File: config.mk
export PLATFORM = sky130hd
export DESIGN_NAME = array_memory
export DESIGN_NICKNAME = d
export VERILOG_FILES = /design/src/rtl/array_memory_pkg.sv /design/src/rtl/array_memory_ram_sp.sv /design/src/rtl/array_memory.sv
export SDC_FILE = /design/constraint.sdc
export NUM_CORES = 2
export LEC_CHECK = 0
export BUFFER_PORTS_ARGS = -buffer_cell sky130_fd_sc_hd__buf_2
export CAP_MARGIN = 20
export CORE_MARGIN = 2
export CORE_UTILIZATION = 36
export CTS_CLUSTER_SIZE = 25
export DETAILED_ROUTE_END_ITERATION = 16
export PLACE_DENSITY = 0.55
export SKIP_LAST_GASP = 1
export SLEW_MARGIN = 20
export SYNTH_ARGS = -nofsm -noshare
export SYNTH_HDL_FRONTEND = slang
export SYNTH_SLANG_ARGS = --single-unit
export TNS_END_PERCENT = 1
File: constraint.sdc
create_clock -name clk -period 5.7 [get_ports clk]
set_input_delay 0.57 -clock clk [delete_from_list [all_inputs] [get_ports clk]]
set_output_delay 0.57 -clock clk [all_outputs]
set_load 0.02 [all_outputs]
File: src/rtl/array_memory_pkg.sv
// array_memory_pkg: shared defaults, Array bundle types and handshake helper
package array_memory_pkg;

    localparam int ADDR_N_DEF = 8;
    localparam int INT_N_DEF  = 8;

    typedef struct packed {
        logic [ADDR_N_DEF-1:0] addr;
        logic                  we;
        logic [INT_N_DEF-1:0]  di;
        logic                  valid;
    } array_req_t;

    typedef struct packed {
        logic [INT_N_DEF-1:0] rdata;
        logic                 ready;
    } array_rsp_t;

    // A request takes effect only when offered, accepted, and not held in reset
    function automatic logic accepted(input logic valid, input logic ready, input logic nrst);
        return valid & ready & nrst;
    endfunction

endpackage

File: src/rtl/array_memory_ram_sp.sv
// array_memory_ram_sp: generic single-port RAM with registered, clearable read data
module array_memory_ram_sp #(
    parameter int ADDR_N = 8,
    parameter int INT_N  = 8
) (
    input  logic              clk,
    input  logic              clr,
    input  logic              en,
    input  logic              we,
    input  logic [ADDR_N-1:0] addr,
    input  logic [INT_N-1:0]  wdata,
    output logic [INT_N-1:0]  rdata
);

    logic [INT_N-1:0] mem [2**ADDR_N];

    // Write port; storage is never cleared so contents survive reset
    always_ff @(posedge clk)
        if (en && we) mem[addr] <= wdata;

    // Registered read holds until the next accepted read, clears on reset
    always_ff @(posedge clk)
        if (clr) rdata <= '0;
        else if (en && !we) rdata <= mem[addr];

endmodule

File: src/rtl/array_memory.sv
// array_memory: Array-channel RAM with ready/reset control and handshake gating
module array_memory
    import array_memory_pkg::*;
#(
    parameter int ADDR_N = ADDR_N_DEF,
    parameter int INT_N  = INT_N_DEF
) (
    input  logic              clk,
    input  logic              nrst,
    input  logic [ADDR_N-1:0] addr,
    input  logic              we,
    input  logic [INT_N-1:0]  di,
    input  logic              valid,
    output logic              ready,
    output logic [INT_N-1:0]  rdata
);

    logic en;

    assign en = accepted(valid, ready, nrst);

    // Ready follows reset history only: low in reset, high from the first edge out of it
    always_ff @(posedge clk)
        if (!nrst) ready <= 1'b0;
        else ready <= 1'b1;

    array_memory_ram_sp #(
        .ADDR_N(ADDR_N),
        .INT_N (INT_N)
    ) u_ram (
        .clk  (clk),
        .clr  (!nrst),
        .en   (en),
        .we   (we),
        .addr (addr),
        .wdata(di),
        .rdata(rdata)
    );

endmodule

After elaboration in Yosys (flattened, before gate mapping)
Memories as Yosys holds them, arrays and structs flattened. A register that Yosys moved wholly into a read port is not among the register bits. Index checks and enable logic that the tools add are counted.

Multiplexer cells: 3. Bitwise logic cells: 2. Reduce and logical (&&, ||, !) cells: 4.

Operator list (count): $mux 1 (3); $and 1x1->1 (2); $logic_and 1x1->1 (2); $logic_not 1->1 (2).

Flip-flop bits (word level): 1. Bits in writable memories: 2048. Input bits: 20. Output and inout port bits: 9. Logic and storage cells: 11. Memories kept: 1.

Memory list: u_ram.mem (words 256, width 8, read ports 1, clocked after memory_dff 1, wr ports 1, line array_memory_ram_sp.sv:15) `logic [INT_N-1:0] mem [2**ADDR_N];`.

Longest topological paths before layout
Depth in word-level cells: 5. Gate-level depth with buffers: 12. Depth with buffers taken out: 7.

Modules after synthesis
From an unflattened synthesis, not the netlist that was laid out.

Cell total of the unflattened synthesis: 3859. Area total of the unflattened synthesis: 80463.4 um2.

Modules (own cells, without submodules): array_memory_ram_sp (instances 1, cells each 3856, area an instance 80433.4 um2, seq. area each 61659.1 um2); array_memory (instances 1, cells each 3, area an instance 30.0 um2, seq. area each 20.0 um2).

Worst setup path after synthesis
Ideal clock, no wire load.

Kind: input-to-reg. Start: input addr[1]. End: memory u_ram.mem[85][0] (enable). Library setup time: 370 ps. Data arrival time: 2747 ps. Data required time: 5330 ps. Setup slack: 2583 ps. Cell stages on the path: 10. Buffers on the path: 7. Cells stage by stage: buf_4 -> buf_4 -> buf_4 -> buf_4 -> buf_4 -> buf_2 -> nor3_1 -> nand2_1 -> buf_2 -> nor2_1.

RTL lines: start: declaration (line array_memory.sv:10) `input logic [ADDR_N-1:0] addr,`; end: declaration (line array_memory_ram_sp.sv:15).

No word-level cell before the write port.

==> flow_summary.ini <==
[route]
drc_errors = 0
ant_nets = 0
viasPerCell = 5.62
wl_per_cell_um = 31.6
initialDrtViolationCount = 4945
firstDrtPassIters = 7
route.vias.total = 39900
totalWireLength_um = 224000

[synthesis]
ys_types = 60
syn-cell-area_mm2 = 0.0801
synth_ff_type = edfxtp_1
synth_edf_count = 2048
synth_cells = 3816
synth_seq_cells = 2057
ys_seq_area_share_pct = 77.0
ys.warnings.count = 0
async_flop_share_pct = 0
synth_fp_nets = 3836
avgSynthCellArea_um2 = 21.0

[clock_network]
insertion_delay_ns = 0.86
cts_buffers = 206
clockRootBuffer = clkbuf_16
clockBufferDepth = 3
post_cts_resized = 0
clock-sinks = 2057
clk_pin_slew_ns = 0.06
cts_tree = built
htreeDepth = 4

[critical_path]
endpoint = u_ram.rdata[7]$_SDFFE_PN0P_
reg2reg_depth = 5
r2r_start = ready$_DFF_P_
cp_data_required_time_ns = 6.42
endpoint_kind = register
worstPathArrival_ns = 4.32
critical_path_class = in -> reg
r2r_slack_ns = 2.32
worst_r2r_endpoint = u_ram.mem[79][3]$_DFFE_PP_
worst_setup_path_start_kind = input pin
worstPathMaxFanout = 63
startpoint = addr[1]

[final_layout]
syn_to_final_growth_pct = 13.2
fin_cells = 7095
drive_above_1_share_pct = 22.9
fillers = 19400
nets = 3971

[floorplanning]
coreArea_mm2 = 0.222
die-width_um = 476
die_area_mm2 = 0.226
row_count = 173
ioPinCount = 29
die_h_um = 476
start_util_pct = 36.1

[sta]
finalClockSkew_ns = 0.0298
fin_crit_sh_pct = 63.0
final_max_slew_viol_count = 0
fmax_mhz = 278
layout_setup_ws_ns = 2.11
maxSlewHeadroom_pct = 17.5
setup_viol = 0
tns_ns = 0
fin_crit_ns = 3.59
hold_viol = 0
tightest_slew_ns = 1.23
rsz0062_at_grt = no

[grt]
grt_max_degree = 193
grt_usage_pct = 19.7
grt_pass1_vias = 40200
antenna_found_initial = 5
grt_pass1_wl_um = 316000
grt-ovfl-total = 0

[status]
outcome = finished clean

[power]
clkPwrFrac_pct = 42.2
power_density_mw_per_mm2 = 347
vdd_drop_max_uv = 278
comb_power_share_pct = 4.9
leakagePower_uw = 0.0280
seqPwrFrac_pct = 52.9
swShare_pct = 21.8
p_int_uw = 24600
power_switching_uw = 6860
p_total_uw = 31500

[placement]
hpwl_um = 135000
port_buffers = 28
gp_congestion = 0.853
placed_cells = 6715
dp_slack_ns = 1.31

[worst_hold_path]
holdCritPathClass = in -> reg

[run]
cap_violations = 0
critical path, cell delays in order:
cell       delay, ns
buf_8           0.53
buf_12          0.34
buf_4           0.35
mux2_2          0.36
o21ai_0         0.36
a21oi_1         0.17
a31oi_1         0.40
o2111ai_1       0.55
a41oi_1         0.43
o21ai_0         0.10
flip-flops by register name (all words and copies together) (netlist names):
register / cells
ready: 1
u_ram.mem: 2048
u_ram.rdata: 8
cell usage after synthesis (4+ instances only):
cell type | count | area [um^2]
a2111oi_0 | 4 | 35.0
a211oi_1 | 11 | 82.6
a21oi_1 | 30 | 150
a221oi_1 | 7 | 61.3
a22o_1 | 5 | 43.8
a22oi_1 | 56 | 420
a31oi_1 | 11 | 68.8
a32oi_1 | 10 | 87.6
a41oi_1 | 7 | 61.3
and2_1 | 7 | 43.8
and3_1 | 12 | 75.1
buf_1 | 18 | 67.6
buf_2 | 85 | 425
buf_4 | 57 | 428
buf_6 | 9 | 101
clkbuf_1 | 65 | 244
dfxtp_1 | 9 | 180
edfxtp_1 | 2048 | 61500
inv_1 | 5 | 18.8
mux2_2 | 15 | 169
mux2i_1 | 213 | 2130
mux4_2 | 471 | 10600
nand2_1 | 125 | 469
nand2b_1 | 5 | 31.3
nand3_1 | 40 | 200
nand4_1 | 8 | 50.1
nand4b_1 | 4 | 35.0
nand4bb_1 | 4 | 45.0
nor2_1 | 304 | 1140
nor2b_1 | 19 | 119
nor3_1 | 11 | 55.1
nor4_1 | 10 | 62.6
o2111ai_1 | 6 | 52.6
o211ai_1 | 6 | 45.0
o21ai_0 | 25 | 125
o221ai_1 | 6 | 52.6
o22ai_1 | 44 | 275
o32ai_1 | 4 | 35.0
worst min-delay path by stage:
stage,start,to,cells after the start
3_3_place_gp,u_ram.rdata[0]$_SDFFE_PN0P_,u_ram.rdata[0]$_SDFFE_PN0P_,2
3_5_place_dp,u_ram.rdata[1]$_SDFFE_PN0P_,u_ram.rdata[1]$_SDFFE_PN0P_,2
5_1_grt,di[1],u_ram.mem[62][1]$_DFFE_PP_,1
6_report,di[1],u_ram.mem[62][1]$_DFFE_PP_,1
2_1_floorplan,u_ram.rdata[0]$_SDFFE_PN0P_,u_ram.rdata[0]$_SDFFE_PN0P_,2
4_1_cts,di[1],u_ram.mem[61][1]$_DFFE_PP_,1
placed cells by master (no fill, tap or decap), drive strengths merged, types with 7 or more instances in the layout:
cell and count:
and3 12, o21ai 25, a31oi 11, and2 8, a32oi 10, a221oi 7, nor4 10, a211oi 11
inv 15, dfxtp 9, nand4 8, mux2 15, nand2 125, nor3 11, buf 152, nand3 40
mux4 471, nor2 304, nor2b 19, a41oi 7, bufinv 17, edfxtp 2048, clkbuf 273, mux2i 213
o22ai 44, a22oi 56, a21oi 30, clkinv 79
logic make-up (layout without fill, tap and decap cells):
| kind of cell | count (synthesis) | count (layout) | synth area share, % |
|---|---|---|---|
| compound gates | 257 | 257 | 2.28 |
| buf+inv | 239 | 541 | 1.60 |
| flops | 2057 | 2057 | 77.0 |
| mux | 699 | 699 | 16.1 |
| other cells | 0 | 2 | 0 |
| simple gates | 564 | 564 | 3.05 |
power groups by stage:
stage	Clock, uW	Sequential, uW	Combinational (uW)
2_1_floorplan	0	17000	785
4_1_cts	13500	16600	1550
3_3_place_gp	0	17000	1540
5_1_grt	14000	16600	1610
6_report	13300	16600	1540
3_5_place_dp	0	17000	1550
cell type report:
cell class                 count  area [um^2]  area share (%)
antenna                        2         5.00         0.00552
clock inverter               110         1130            1.25
clock buffer                 265         5410            5.96
multi-input combinational   1520        17200            19.0
tap                         2975         3720            4.10
inverter                       5         26.3          0.0290
timing repair buffer         161         1530            1.69
sequential                  2057        61700            68.0
stage by stage:
stage	instance area (um^2)	hold WS [ns]	util (%)
global route	90700	0.196	40.9
global placement	84100	0.620	37.9
detailed placement	84200	0.603	37.9
finish	90700	0.205	40.9
CTS	90700	0.159	40.9
floorplan	80100	0.583	-
repair_timing:
action,CTS,global route
hold buffers,1,0
endpoints found under the hold margin,1,0
buffers inserted,0,0
setup endpoints to repair,0,0
metal layers:
metal	GRT usage [%]	part of all wire, %	vias to the layer above
li1	-	-	16200
met1	28.2	43	21800
met2	31.2	47	1685
met3	3.77	7.7	316
met4	4.99	2.4	0
met5	0	0	-
(Power assumes the default switching activity.)
